### config.mk
export PLATFORM = sky130hd
export DESIGN_NAME = mips_writeback_stage
export DESIGN_NICKNAME = d
export VERILOG_FILES = /design/src/rtl/mips_writeback_stage.sv
export SDC_FILE = /design/constraint.sdc
export NUM_CORES = 1
export LEC_CHECK = 0
export CORE_MARGIN = 4
export CORE_UTILIZATION = 50
export DETAILED_ROUTE_END_ITERATION = 6
export PLACE_DENSITY_LB_ADDON = 0.25
export SLEW_MARGIN = 10
export SYNTH_ARGS = -nofsm -noshare
export SYNTH_HDL_FRONTEND = slang
export SYNTH_SLANG_ARGS = --single-unit
### constraint.sdc
create_clock -name clk -period 6.9 [get_ports clk]
set_input_delay 1.725 -clock clk [delete_from_list [all_inputs] [get_ports clk]]
set_output_delay 1.725 -clock clk [all_outputs]
set_load 0.005 [all_outputs]
### src/rtl/mips_writeback_stage.sv
// MIPS writeback stage: retires ALU results and variable-latency loads into the
// register-file write port, with lane extraction, flush/drop handling and a load timeout.
module mips_writeback_stage #(
  parameter int BIG_ENDIAN = 0,
  parameter int TIMEOUT    = 255
) (
  input  logic        clk,
  input  logic        reset,
  input  logic        in_valid,
  output logic        in_ready,
  input  logic        in_wr,
  input  logic [4:0]  in_dest,
  input  logic [31:0] in_result,
  input  logic        in_is_load,
  input  logic [1:0]  in_size,
  input  logic        in_signed,
  input  logic [1:0]  in_addr_lo,
  input  logic        flush,
  input  logic        mem_rvalid,
  input  logic [31:0] mem_rdata,
  output logic        wr_en,
  output logic [4:0]  wr_num,
  output logic [31:0] wr_data,
  output logic        pend_valid,
  output logic [4:0]  pend_num,
  output logic        err
);

  localparam logic [1:0]  ST_IDLE    = 2'd0;
  localparam logic [1:0]  ST_WAIT    = 2'd1;
  localparam logic [1:0]  ST_DROP    = 2'd2;
  localparam bit          TMO_EN     = (TIMEOUT > 0);
  localparam logic [15:0] TMO_LAST   = 16'(TIMEOUT - 1);

  logic [1:0]  state_r, state_nx_s;
  logic [15:0] cnt_r, cnt_nx_s;
  logic [4:0]  dest_r;
  logic        wr_r;
  logic [1:0]  size_r;
  logic        signed_r;
  logic [1:0]  addr_lo_r;
  logic        wr_en_r, err_r;
  logic [4:0]  wr_num_r;
  logic [31:0] wr_data_r;

  logic        accept_s, latch_s, done_s, alu_s, tmo_s, tmo_hit_s, sel_wait_s, bad_s;
  logic [4:0]  c_dest_s;
  logic        c_wr_s, c_signed_s;
  logic [1:0]  c_size_s, c_lo_s;
  logic [31:0] ld_data_s;

  // Big-endian flips both the byte lane (3-lo) and the halfword lane.
  function automatic logic [31:0] load_extract(input logic [31:0] rdata, input logic [1:0] size,
                                               input logic sgn, input logic [1:0] lo);
    logic [1:0]  lane;
    logic        hlane;
    logic [7:0]  b;
    logic [15:0] h;
    logic [31:0] res;
    lane  = (BIG_ENDIAN != 0) ? ~lo : lo;
    hlane = (BIG_ENDIAN != 0) ? ~lo[1] : lo[1];
    case (lane)
      2'd0:    b = rdata[7:0];
      2'd1:    b = rdata[15:8];
      2'd2:    b = rdata[23:16];
      2'd3:    b = rdata[31:24];
      default: b = 8'h00;
    endcase
    h = hlane ? rdata[31:16] : rdata[15:0];
    case (size)
      2'b00:   res = {{24{sgn & b[7]}}, b};
      2'b01:   res = {{16{sgn & h[15]}}, h};
      default: res = rdata;
    endcase
    return res;
  endfunction

  function automatic logic load_bad(input logic [1:0] size, input logic [1:0] lo);
    logic bad;
    case (size)
      2'b00:   bad = 1'b0;
      2'b01:   bad = lo[0];
      2'b10:   bad = (lo != 2'b00);
      default: bad = 1'b1;
    endcase
    return bad;
  endfunction

  assign accept_s   = in_valid & (state_r == ST_IDLE) & ~flush;
  assign tmo_hit_s  = TMO_EN & (cnt_r == TMO_LAST);
  assign sel_wait_s = (state_r == ST_WAIT);

  // A completing load uses the latched fields in WAIT_MEM, the live inputs otherwise.
  assign c_dest_s   = sel_wait_s ? dest_r    : in_dest;
  assign c_wr_s     = sel_wait_s ? wr_r      : in_wr;
  assign c_size_s   = sel_wait_s ? size_r    : in_size;
  assign c_signed_s = sel_wait_s ? signed_r  : in_signed;
  assign c_lo_s     = sel_wait_s ? addr_lo_r : in_addr_lo;
  assign bad_s      = load_bad(c_size_s, c_lo_s);
  assign ld_data_s  = load_extract(mem_rdata, c_size_s, c_signed_s, c_lo_s);

  // Next-state, counter and event decode.
  always_comb begin
    state_nx_s = state_r;
    cnt_nx_s   = cnt_r;
    latch_s    = 1'b0;
    done_s     = 1'b0;
    alu_s      = 1'b0;
    tmo_s      = 1'b0;
    case (state_r)
      ST_IDLE: begin
        if (accept_s) begin
          if (!in_is_load) begin
            alu_s = 1'b1;
          end else if (mem_rvalid) begin
            done_s = 1'b1;
          end else begin
            latch_s    = 1'b1;
            state_nx_s = ST_WAIT;
            cnt_nx_s   = 16'd0;
          end
        end else begin
          state_nx_s = ST_IDLE;
        end
      end
      ST_WAIT: begin
        if (mem_rvalid) begin
          done_s     = ~flush;
          state_nx_s = ST_IDLE;
        end else if (flush) begin
          state_nx_s = ST_DROP;
        end else if (tmo_hit_s) begin
          state_nx_s = ST_DROP;
          tmo_s      = 1'b1;
        end else begin
          cnt_nx_s = cnt_r + 16'd1;
        end
      end
      ST_DROP: begin
        if (mem_rvalid) begin
          state_nx_s = ST_IDLE;
        end else begin
          state_nx_s = ST_DROP;
        end
      end
      default: state_nx_s = ST_IDLE;
    endcase
  end

  // Control state and latched load fields.
  always_ff @(posedge clk or posedge reset) begin
    if (reset) begin
      state_r   <= ST_IDLE;
      cnt_r     <= 16'd0;
      dest_r    <= 5'd0;
      wr_r      <= 1'b0;
      size_r    <= 2'd0;
      signed_r  <= 1'b0;
      addr_lo_r <= 2'd0;
    end else begin
      state_r <= state_nx_s;
      cnt_r   <= cnt_nx_s;
      if (latch_s) begin
        dest_r    <= in_dest;
        wr_r      <= in_wr;
        size_r    <= in_size;
        signed_r  <= in_signed;
        addr_lo_r <= in_addr_lo;
      end
    end
  end

  // Registered register-file write port and error pulse.
  always_ff @(posedge clk or posedge reset) begin
    if (reset) begin
      wr_en_r   <= 1'b0;
      wr_num_r  <= 5'd0;
      wr_data_r <= 32'd0;
      err_r     <= 1'b0;
    end else begin
      err_r <= tmo_s | (done_s & bad_s);
      if (alu_s) begin
        wr_en_r   <= in_wr & (in_dest != 5'd0);
        wr_num_r  <= in_dest;
        wr_data_r <= in_result;
      end else if (done_s) begin
        wr_en_r   <= c_wr_s & (c_dest_s != 5'd0) & ~bad_s;
        wr_num_r  <= c_dest_s;
        wr_data_r <= ld_data_s;
      end else begin
        wr_en_r <= 1'b0;
      end
    end
  end

  assign in_ready   = (state_r == ST_IDLE);
  assign pend_valid = sel_wait_s;
  assign pend_num   = sel_wait_s ? dest_r : 5'd0;
  assign wr_en      = wr_en_r;
  assign wr_num     = wr_num_r;
  assign wr_data    = wr_data_r;
  assign err        = err_r;

endmodule

==> key figures <==
Global route
  • Global-route track usage on met3: 4.57%
  • Largest net degree at the start of global routing: 69
  • Top Usage Layer GRT: met2
  • Initial antenna violation count: 0
  • Met2 GRT Util: 44.3%
  • Vias in the first global route: 3852
  • Total gr overflow: 0
  • GR Util All Layers: 27.5%
  • Global Route met1 Usage: 37.9%
  • First-pass GRT wire length: 19.7 mm

Detailed routing
  • Starting DRC count in detailed routing: 421
  • Total vias in the final route: 3960
  • Vias per inst: 6.13
  • Routed Antenna Nets: 0
  • Drt first pass iters: 7
  • WL per Instance: 19.0 um
  • Routed Wire Length: 12.2 mm
  • DRC errors left: 0

Hold path
  • Hold Crit Start: wr_r
  • HP Class: reg -> reg

Setup path
  • Startpoint types: input port
  • Critical Path RT: 7.08 ns
  • Crit path DAT: 4.53 ns
  • Setup CP Type: in -> reg
  • Critical path launch point: in_is_load
  • Worst R2R Start: state_r[1]
  • Crit Path Max Fanout: 17
  • CP Capture Type: flip-flop

Logic synthesis
  • Cells after Synth: 424
  • Synth Warn #: 0
  • Area leader, netlist: dfrtp_1
  • Most frequent cells after synthesis: 68 x dfrtp_1, 51 x nand2_1, 33 x a21oi_1
  • Top cells by area, synth: dfrtp_1 43%, nand2_1 4.9%, a21oi_1 4.2%
  • Asr flop ratio synth: 100%
  • Synth Register Bits: 68
  • Syn Nets: 510
  • Post-synthesis cell area: 3910 sq um
  • Syn avg cell area: 9.23 sq um
  • Count leader, synth: dfrtp_1
  • Seq/Total Area, Yosys: 43.5%
  • Post-synth EDFFs: 0
  • Yosys cell types: 54
  • Most used DFF post-synth: dfrtp_1
  • Share of the synthesized area in the top cell type: 43.5%

Finish
  • Layout Cells excl Fill: 646
  • Antenna Cells: 0
  • Syn-to-layout area delta: 38.8%
  • Total Nets Final: 628
  • Share of layout cells above drive strength 1: 9.87%

Clock network
  • CTS Root Cell: clkbuf_8
  • Num Clock Sinks: 68
  • Clk buf depth: 2
  • CTS tree: yes
  • Depth of the CTS H-tree: 3
  • Worst-Skew Late Latency: 0.34 ns
  • Postcts setup bufs: 0
  • Clock slew at reported path FFs: 0.08 ns
  • TritonCTS buffer count: 9
  • Cts repair resizes: 0
  • Hold Buf Count CTS: 0

Timing
  • Final setup viols: 0
  • F_max: 230 MHz
  • RSZ-0062 raised after global routing: false
  • Setup Skew: 0.00677 ns
  • Worst slew margin: 15.6%
  • Final Hold Viols: 0
  • Setup TNS: 0 ns
  • Pin slew with the least headroom to its limit: 1.26 ns
  • Final worst path period share: 63.1%
  • Max-slew violations: 0
  • Post-route minimum period: 4.35 ns

Run
  • Max_cap viols: 0

Die
  • Die Span Y: 96.5 um
  • I/O pin cnt: 127
  • # rows: 31
  • Die width: 96.5 um
  • Die area: 9300 sq um
  • Initial Utilization: 52.5%
  • Total core area: 7450 sq um

Placed design
  • GPL Wtd Cong: 0.887
  • Port buffer count: 126
  • Hpwl dp: 9.11 mm
  • Dpl cells: 630

Pwr
  • Power density of the placed cells: 230 nW/um^2
  • Worst IR Drop VDD: 0.000131 V
  • Pleak: 2.12 nW

Run status
  • Status: completed
[registers in the layout (all words and copies together), names as in the netlist]
name / count
size_r: 2
wr_r: 1
addr_lo_r: 2
cnt_r: 16
signed_r: 1
wr_data: 32
wr_num: 5
state_r: 2
dest_r: 5
err: 1
wr_en: 1
[power by group]
| group | total (mW) | leakage, nW | switching [mW] | internal [mW] |
|---|---|---|---|---|
| registers | 0.545 | 0.824 | 0.0655 | 0.479 |
| logic | 0.368 | 1.20 | 0.153 | 0.215 |
| clock network | 0.334 | 0.0983 | 0.158 | 0.176 |
| total | 1.25 | 2.12 | 0.376 | 0.870 |
[cells by family after synthesis]
| family | after synthesis | share of synthesized area [%] |
|---|---|---|
| AOI/OAI and AO/OA | 139 | 23.6 |
| xor gates and xnor gates | 8 | 1.79 |
| adders and majority gates | 5 | 1.60 |
| buffers and inverters | 30 | 3.36 |
| DFF | 68 | 43.5 |
| muxes | 25 | 7.20 |
| and+or+nand+nor | 149 | 18.9 |
[worst max-delay path, stage by stage]
cell             delay, ns
clkdlybuf4s50_1       0.54
and3_1                0.30
o21a_1                0.53
nand2_1               0.39
a211oi_4              0.89
a21oi_1               0.14
[through the flow]
step	power, mW	hold slack [ns]	util (%)	instance area, sq um	setup slack, ns
CTS	1.25	0.521	72.9	5430	2.59
detailed placement	0.916	0.505	70.2	5230	2.22
floorplan	0.696	0.475	-	3910	3.46
global placement	0.902	0.487	70.2	5230	2.37
finish	1.25	0.520	72.9	5430	2.55
global route	1.31	0.549	72.9	5430	2.28
[per-layer routing]
metal	vias to the layer above	wire length [um]
li1	1820	-
met1	1915	5060
met2	205	5940
met3	20	1050
met4	0	198
met5	-	0
[path summary, 6_finish.rpt]
path | to | slack [ns] | cells after the start
setup / recovery | wr_data[29] | 2.55 | 6
hold / removal | wr_r | 0.52 | 1
setup reg to reg | wr_data[29] | 3.65 | 8
hold reg to reg | wr_r | 0.52 | 1
max in group asynchronous | wr_data[18] | 4.38 | 3
min in group asynchronous | size_r[1] | 1.94 | 3
[final cells by class]
class                           instances  area, sq um
Timing Repair Buffer                  130         1290
Fill cell                             586         2020
Inverter                                7         26.3
Sequential cell                        68         1700
Clock buffer                           10          138
Multi-Input combinational cell        326         2080
Tap cell                               99          124
Clock inverter                          6         63.8
[placed cells by master (no fill, tap or decap), types with 6 or more instances in the layout]
cell	Yosys	routed
mux2_2	14	14
nor2_1	27	27
a21oi_1	33	33
nand2_1	51	51
o21ai_0	32	32
nor4_1	7	7
nand3_1	16	16
dfrtp_1	68	68
a222oi_1	7	7
clkdlybuf4s50_1	0	126
inv_1	7	6
mux2i_1	9	9
a21oi_2	10	10
o22ai_1	24	24
clkbuf_8	0	10
and3_1	11	11
xnor2_1	7	7
Note: power is estimated with default switching activity, not from simulation.
